==> config.mk <==
export PLATFORM = sky130hd
export DESIGN_NAME = i2s_rx
export DESIGN_NICKNAME = d
export VERILOG_FILES = /design/src/rtl/i2s_rx.sv
export SDC_FILE = /design/constraint.sdc
export NUM_CORES = 1
export LEC_CHECK = 0
export ABC_AREA = 1
export CAP_MARGIN = 20
export CORE_ASPECT_RATIO = 0.6
export CORE_MARGIN = 2
export CORE_UTILIZATION = 40
export DETAILED_ROUTE_END_ITERATION = 16
export PLACE_DENSITY_LB_ADDON = 0.12
export SLEW_MARGIN = 20
export SYNTH_ARGS = -nofsm -noshare
export SYNTH_HDL_FRONTEND = slang
export SYNTH_SLANG_ARGS = --single-unit
==> constraint.sdc <==
create_clock -name clk -period 4.39 [get_ports clk]
set_input_delay 0.878 -clock clk [delete_from_list [all_inputs] [get_ports clk]]
set_output_delay 0.878 -clock clk [all_outputs]
set_load 0.02 [all_outputs]
==> src/rtl/i2s_rx.sv <==
// I2S receiver front end: oversamples SCK/WS/SD on clk, deserializes stereo
// two's-complement words and presents each completed left/right pair with a
// one-cycle sample_valid strobe. Malformed slots/frames pulse frame_err.
module i2s_rx #(
    parameter int WD_OUT      = 24,
    parameter int SYNC_STAGES = 2
) (
    input  logic              clk,
    input  logic              reset_n,
    input  logic              i2s_sck,
    input  logic              i2s_ws,
    input  logic              i2s_sd,
    output logic [WD_OUT-1:0] data_left,
    output logic [WD_OUT-1:0] data_right,
    output logic              sample_valid,
    output logic              frame_err
);

    localparam int CW = $clog2(WD_OUT + 1);

    typedef enum logic [1:0] {
        ST_IDLE  = 2'd0,
        ST_SHIFT = 2'd1,
        ST_PAD   = 2'd2
    } state_t;

    // Synchronizers and registered edge detection
    logic [SYNC_STAGES-1:0] sck_sync_r;
    logic [SYNC_STAGES-1:0] ws_sync_r;
    logic [SYNC_STAGES-1:0] sd_sync_r;
    logic                   sck_dly_r;
    logic                   rise_r;
    logic                   ws_smp_r;
    logic                   sd_smp_r;

    // Frame state
    state_t                 state_r,      state_nxt_s;
    logic [CW-1:0]          bit_cnt_r,    bit_cnt_nxt_s;
    logic                   chan_r,       chan_nxt_s;
    logic [WD_OUT-2:0]      shreg_r,      shreg_nxt_s;
    logic [WD_OUT-1:0]      left_shadow_r, left_shadow_nxt_s;
    logic                   left_ok_r,    left_ok_nxt_s;
    logic                   ws_prev_r,    ws_prev_nxt_s;
    logic [WD_OUT-1:0]      data_left_nxt_s;
    logic [WD_OUT-1:0]      data_right_nxt_s;
    logic                   sample_valid_nxt_s;
    logic                   frame_err_nxt_s;

    logic                   ws_edge_s;
    logic [WD_OUT-1:0]      word_s;
    logic [CW-1:0]          cnt_inc_s;

    // Bring the asynchronous bus into clk and flag SCK rises one cycle later,
    // with WS/SD captured alongside so they stay aligned with the rise flag
    always_ff @(posedge clk or negedge reset_n) begin
        if (!reset_n) begin
            sck_sync_r <= '0;
            ws_sync_r  <= '0;
            sd_sync_r  <= '0;
            sck_dly_r  <= 1'b0;
            rise_r     <= 1'b0;
            ws_smp_r   <= 1'b0;
            sd_smp_r   <= 1'b0;
        end else begin
            sck_sync_r <= {sck_sync_r[SYNC_STAGES-2:0], i2s_sck};
            ws_sync_r  <= {ws_sync_r[SYNC_STAGES-2:0], i2s_ws};
            sd_sync_r  <= {sd_sync_r[SYNC_STAGES-2:0], i2s_sd};
            sck_dly_r  <= sck_sync_r[SYNC_STAGES-1];
            rise_r     <= sck_sync_r[SYNC_STAGES-1] & ~sck_dly_r;
            ws_smp_r   <= ws_sync_r[SYNC_STAGES-1];
            sd_smp_r   <= sd_sync_r[SYNC_STAGES-1];
        end
    end

    assign ws_edge_s = rise_r & (ws_smp_r != ws_prev_r);
    assign word_s    = {shreg_r, sd_smp_r};
    assign cnt_inc_s = bit_cnt_r + CW'(1);

    // Next-state and datapath decisions, evaluated only on SCK-rise cycles
    always_comb begin
        state_nxt_s        = state_r;
        bit_cnt_nxt_s      = bit_cnt_r;
        chan_nxt_s         = chan_r;
        shreg_nxt_s        = shreg_r;
        left_shadow_nxt_s  = left_shadow_r;
        left_ok_nxt_s      = left_ok_r;
        ws_prev_nxt_s      = ws_prev_r;
        data_left_nxt_s    = data_left;
        data_right_nxt_s   = data_right;
        sample_valid_nxt_s = 1'b0;
        frame_err_nxt_s    = 1'b0;
        if (rise_r) begin
            ws_prev_nxt_s = ws_smp_r;
            case (state_r)
                ST_IDLE: begin
                    // only a fall to left starts capture, so pairs always begin left
                    if (ws_edge_s && !ws_smp_r) begin
                        state_nxt_s   = ST_SHIFT;
                        bit_cnt_nxt_s = '0;
                        chan_nxt_s    = 1'b0;
                        shreg_nxt_s   = '0;
                    end else begin
                        state_nxt_s = ST_IDLE;
                    end
                end
                ST_SHIFT: begin
                    if (ws_edge_s) begin
                        // slot ended early: drop the partial word, restart on new channel
                        frame_err_nxt_s = 1'b1;
                        state_nxt_s     = ST_SHIFT;
                        bit_cnt_nxt_s   = '0;
                        chan_nxt_s      = ws_smp_r;
                        shreg_nxt_s     = '0;
                    end else begin
                        shreg_nxt_s   = word_s[WD_OUT-2:0];
                        bit_cnt_nxt_s = cnt_inc_s;
                        if (cnt_inc_s == CW'(WD_OUT)) begin
                            state_nxt_s = ST_PAD;
                            if (!chan_r) begin
                                left_shadow_nxt_s = word_s;
                                left_ok_nxt_s     = 1'b1;
                            end else if (left_ok_r) begin
                                data_left_nxt_s    = left_shadow_r;
                                data_right_nxt_s   = word_s;
                                sample_valid_nxt_s = 1'b1;
                                left_ok_nxt_s      = 1'b0;
                            end else begin
                                frame_err_nxt_s = 1'b1;
                            end
                        end else begin
                            state_nxt_s = ST_SHIFT;
                        end
                    end
                end
                ST_PAD: begin
                    if (ws_edge_s) begin
                        state_nxt_s   = ST_SHIFT;
                        bit_cnt_nxt_s = '0;
                        chan_nxt_s    = ws_smp_r;
                        shreg_nxt_s   = '0;
                    end else begin
                        state_nxt_s = ST_PAD;
                    end
                end
                default: begin
                    state_nxt_s = ST_IDLE;
                end
            endcase
        end else begin
            state_nxt_s = state_r;
        end
    end

    // Frame state and registered outputs
    always_ff @(posedge clk or negedge reset_n) begin
        if (!reset_n) begin
            state_r       <= ST_IDLE;
            bit_cnt_r     <= '0;
            chan_r        <= 1'b0;
            shreg_r       <= '0;
            left_shadow_r <= '0;
            left_ok_r     <= 1'b0;
            ws_prev_r     <= 1'b0;
            data_left     <= '0;
            data_right    <= '0;
            sample_valid  <= 1'b0;
            frame_err     <= 1'b0;
        end else begin
            state_r       <= state_nxt_s;
            bit_cnt_r     <= bit_cnt_nxt_s;
            chan_r        <= chan_nxt_s;
            shreg_r       <= shreg_nxt_s;
            left_shadow_r <= left_shadow_nxt_s;
            left_ok_r     <= left_ok_nxt_s;
            ws_prev_r     <= ws_prev_nxt_s;
            data_left     <= data_left_nxt_s;
            data_right    <= data_right_nxt_s;
            sample_valid  <= sample_valid_nxt_s;
            frame_err     <= frame_err_nxt_s;
        end
    end

endmodule

Word level (Yosys, flattened, before mapping). Cells that the tools add are included.

Bits in registers: 117. Input bits: 5. Output and inout bits: 50. Word-level logic and storage cells: 71.

Add/sub/neg operators: 1. Equal/unequal tests: 7. Mux-type cells: 29. Bitwise gates (word level): 5. Reduce and logical (&&, ||, !) cells: 11.

Operator list (count): 23-bit 2-to-1 mux (3); 23-bit one-hot mux with 3 select lines (1); 1-bit 2-to-1 mux (16); 5-bit 2-to-1 mux (3); 5-bit one-hot mux with 3 select lines (1); 4-bit AND reduction (3); 2-bit 2-to-1 mux (3); 2-bit one-hot mux with 3 select lines (1); 6-bit AND reduction (1); 5-bit by 1-bit adder with 5-bit output, second input constant (1); 5-bit equality test, second input constant (1); 5-bit AND reduction (1); 2-bit inequality test, second input constant (2); 1-bit inverter (3); 3-bit nonzero test (1); 1-bit AND (2); 2-bit by 1-bit equality test with 1-bit output, second input constant (1); 2-bit equality test, second input constant (1); 2-bit logical NOT (1); 2-bit by 1-bit inequality test with 1-bit output, second input constant (1); 1-bit one-hot mux with 2 select lines (1); 2-bit nonzero test (1); 2-bit OR reduction (1); 1-bit logical AND (1); 2 further kinds (2).

Longest topological paths before layout.
Depth in word-level cells: 6. Depth in mapped cells: 11. Mapped depth without buffers: 10.

Least setup slack after synthesis. OpenSTA, ideal clock, no wires.

Path type: reg-to-reg. Start: reg state_r[1]. End: reg left_shadow_r[10]. Library setup time: 119 ps. Arrival time: 1555 ps. Required time: 4271 ps. Setup slack: 2716 ps. Cell stages (with the launch flop): 9. Path buffers: 1. Clock period less this slack: 1674 ps. Cells stage by stage: dfrtp_1 -> inv_1 -> ha_1 -> nand2_1 -> a21oi_2 -> nand4_2 -> clkbuf_1 -> nand2_1 -> nand2_1.

Longest elaborated chain between the ends: 2.

Ends and longest elaborated chain: start: declaration (RTL line 37) `state_t state_r, state_nxt_s;`; start signal: assignment (RTL line 169) `state_r <= state_nxt_s;`; 2-bit by 1-bit equality test with 1-bit output (RTL line 94) `case (state_r)`; 5-bit AND reduction (no line); end signal: assignment (RTL line 173) `left_shadow_r <= left_shadow_nxt_s;`; end: declaration (RTL line 41) `logic [WD_OUT-1:0] left_shadow_r, left_shadow_nxt_s;`.

No other way between the ends. A chain may end at the register's enable or synchronous reset.

Worst setup path after layout.
Start: reg state_r[0]. End: reg shreg_r[17].

Longest elaborated chain between the ends: 3. Elaborated cells between the ends (all ways): 8. Classes of those cells: eq/ne (4); mux (1); reduce/logical (3).

Ends and longest elaborated chain: 2-bit equality test (tied with other cells) (RTL line 94); 2-bit inequality test (no line) / 3-bit nonzero test (equally long branches); 4-bit AND reduction (no line); end signal: assignment (RTL line 172) `shreg_r <= shreg_nxt_s;`; end: declaration (RTL line 40) `logic [WD_OUT-2:0] shreg_r, shreg_nxt_s;`.

Several ways; a longest one is shown, not always the timed one.

==> flow_summary.toml <==
[sta]
grt_setup_unrepaired = "false"
tns_ps = 0
fin_crit_sh_pct = 59.35
skew_ps = 9.439
fin_crit_ps = 2605
slew_violations = 0
holdWs_ps = 345.0
setup_viol = 0
max-slew-margin-rel_pct = 44.40
worstMarginPinSlew_ps = 833.9
fmax_mhz = 383.8
finalHoldViolCount = 0

[synthesis]
synth_area_leader_cell = "dfrtp_1"
ys_top_cells_by_area = "dfrtp_1 62%, nand2_1 24%, nand4_1 3.7%"
synthMuxAreaShare_pct = 0
synth_top_area_share_pct = 62.04
ys_types = 24
synthesis.area_sq_um = 4720
synth_compound_area_share_pct = 1.140
synthAdderAreaFrac_pct = 1.591
synth-edff-count = 0
synthXorXnorAreaFrac_pct = 0
seq_area_frac_synth_pct = 62.04
synth_top_family_by_area = "simple AND/OR/NAND/NOR gates"
ys_ff_latch = 117
syn_nets = 538
synthCells = 527
synthSimpleGateAreaFrac_pct = 30.99
syn_avg_cell_area_sq_um = 8.955
ys.flop_type = "dfrtp_1"
async_flop_share_pct = 100.0
yosysWarnings = 0

[placed_design]
dp_hpwl_um = 5953
gp_congestion = 0.7846
io_buffer_count = 54
placed_area_sq_um = 5340

[worst_setup_path]
critical_path.max_fanout = 31
worstSetupPathType = "reg2reg"
reg2reg_slack_ps = 1780
cp-endpoint = "shreg_r[17]"
reg2reg_depth = 7
r2r_end = "shreg_r[17]"
arrival_ps = 2940
timing.rr.start = "state_r[0]"
critPathLaunchType = "register"
cp-end-kind = "register"
crit_start = "state_r[0]"
required_ps = 4730

[power_and_ir_drop]
leakage_nw = 3.110
p_per_area_nw_per_um2 = 430.1
irDropWorstVdd_mv = 0.3146
p_total_mw = 2.529

[global_route]
grt_max_degree = 68
grt_pass1_wl_um = 17350
antenna_found_initial = 0
first_global_vias = 3496
gr-usage-all-layers_pct = 17.87
overflow = 0

[drt]
firstDrtPassIters = 4
first_iter_violations = 219
wire_per_inst_um = 13.22
ant_nets = 0
drc = 0
vias_per_cell = 4.693
vias = 3529
wl_um = 9944

[floorplan]
dieArea_sq_um = 12710
core_area_sq_um = 11410
std_cell_rows = 30
die_h_um = 88.14
pin_count = 55
start_util_pct = 41.36
die_x_um = 144.2

[clock_network]
cts_buffer_depth = 2
ctsHoldBuffers = 0
clk_latency_ps = 410
cts_setup_buffers = 0
clock-root-buffer = "clkbuf_16"
cts_buffers = 17
cts.clk_slew.worst_paths_ps = 50
cts_tree = "yes"
cts-resized-gates = 0
htree_levels = 4
clock-sinks = 117

[final_layout]
layout.nets = 591
fin_area_sq_um = 5879
area_growth_pct = 24.58
diodes = 0
final_layout_size_suffix_gt1_share_pct = 7.770

[worst_hold_path]
hold_class = "reg2reg"

[flow_run]
drv_cap = 0

[outcome]
outcome = "complete, no violations"
## through the flow
stage / setup slack [ps] / util [%] / cells
finish: 1785 / 51.52 / 752
global route: 1451 / 51.52 / 752
detailed placement: 1798 / 46.80 / 721
global placement: 1805 / 46.80 / 721
floorplan: 2716 / - / 527
CTS: 1753 / 51.48 / 752
## power breakdown
| part | internal [mW] | total, mW | switching [mW] |
|---|---|---|---|
| clock network | 0.782 | 1.24 | 0.462 |
| logic | 0.0369 | 0.152 | 0.115 |
| registers | 1.11 | 1.13 | 0.0274 |
| total | 1.92 | 2.53 | 0.604 |
## cell families (layout without fill, tap and decap cells)
family,Yosys count,count (layout)
AND/OR/NAND/NOR,357,357
flip-flops,117,117
buffers and inverters,38,103
AO/OA/AOI/OAI,9,9
adder cells (fa/ha/maj),6,6
## worst max-delay path, stage by stage, from the launching register on
cell,delay (ps)
dfrtp_1,400
inv_1,80
ha_1,230
a21oi_1,240
nand3b_2,570
nor2_4,780
nand2_1,130
nand2_1,100
## worst min path at each step
stage | from | to | slack [ps] | depth (start not counted)
global route | ws_sync_r[0] | ws_sync_r[1] | 360 | 0
finish | ws_sync_r[0] | ws_sync_r[1] | 350 | 0
CTS | ws_sync_r[0] | ws_sync_r[1] | 350 | 0
floorplan | sck_sync_r[0] | sck_sync_r[1] | 330 | 0
global placement | ws_sync_r[0] | ws_sync_r[1] | 330 | 0
detailed placement | ws_sync_r[0] | ws_sync_r[1] | 330 | 0
## cell usage after synthesis, types with 2 or more instances
cell type and number:
nand3_2 2, inv_1 10, nor2_1 7, buf_4 6, buf_2 4, nand3_1 5
nand2_1 308, nor2_2 3, inv_2 3, buf_6 4, dfrtp_1 117, nand4_1 28
clkbuf_1 10, a21oi_1 3, ha_1 6, o21ai_0 3
## placed cells by master, fill, tap and decap left out, types with 2 or more instances in the layout
master and instances:
ha_1 6, clkinv_2 6, clkinvlp_4 2, o21ai_0 3, nand2_1 308, inv_2 3, clkdlybuf4s50_1 53, nor2_2 2
nor2_4 2, a21oi_1 3, buf_4 5, nand3_2 2, dfrtp_1 117, clkbuf_1 3, nand3_1 5, nand4_1 28
inv_1 10, nor2_1 7, clkbuf_16 17
## state kept, by name, summed over array words and instances, names as in the netlist, 2 cells and up
signal         flops
left_shadow_r     24
state_r            2
sd_sync_r          2
data_left         24
bit_cnt_r          5
sck_sync_r         2
ws_sync_r          2
shreg_r           23
data_right        24
## layer usage
metal | up-vias | GRT usage, % | wire [um]
li1 | 1760 | - | -
met1 | 1682 | 25.79 | 5190
met2 | 77 | 25.71 | 4180
met3 | 10 | 4.975 | 460
met4 | 0 | 6.973 | 113
met5 | - | 0 | 0
## layout make-up
type                            instances  area [sq um]
Multi-Input combinational cell        372          1597
Sequential cell                       117          2928
Timing Repair Buffer                   58         568.0
Fill cell                            1074          5532
Clock buffer                           21         450.4
Inverter                               14         52.55
Tap cell                              160         200.2
Clock inverter                         10         83.83
Power figures use the tool's default switching activity.
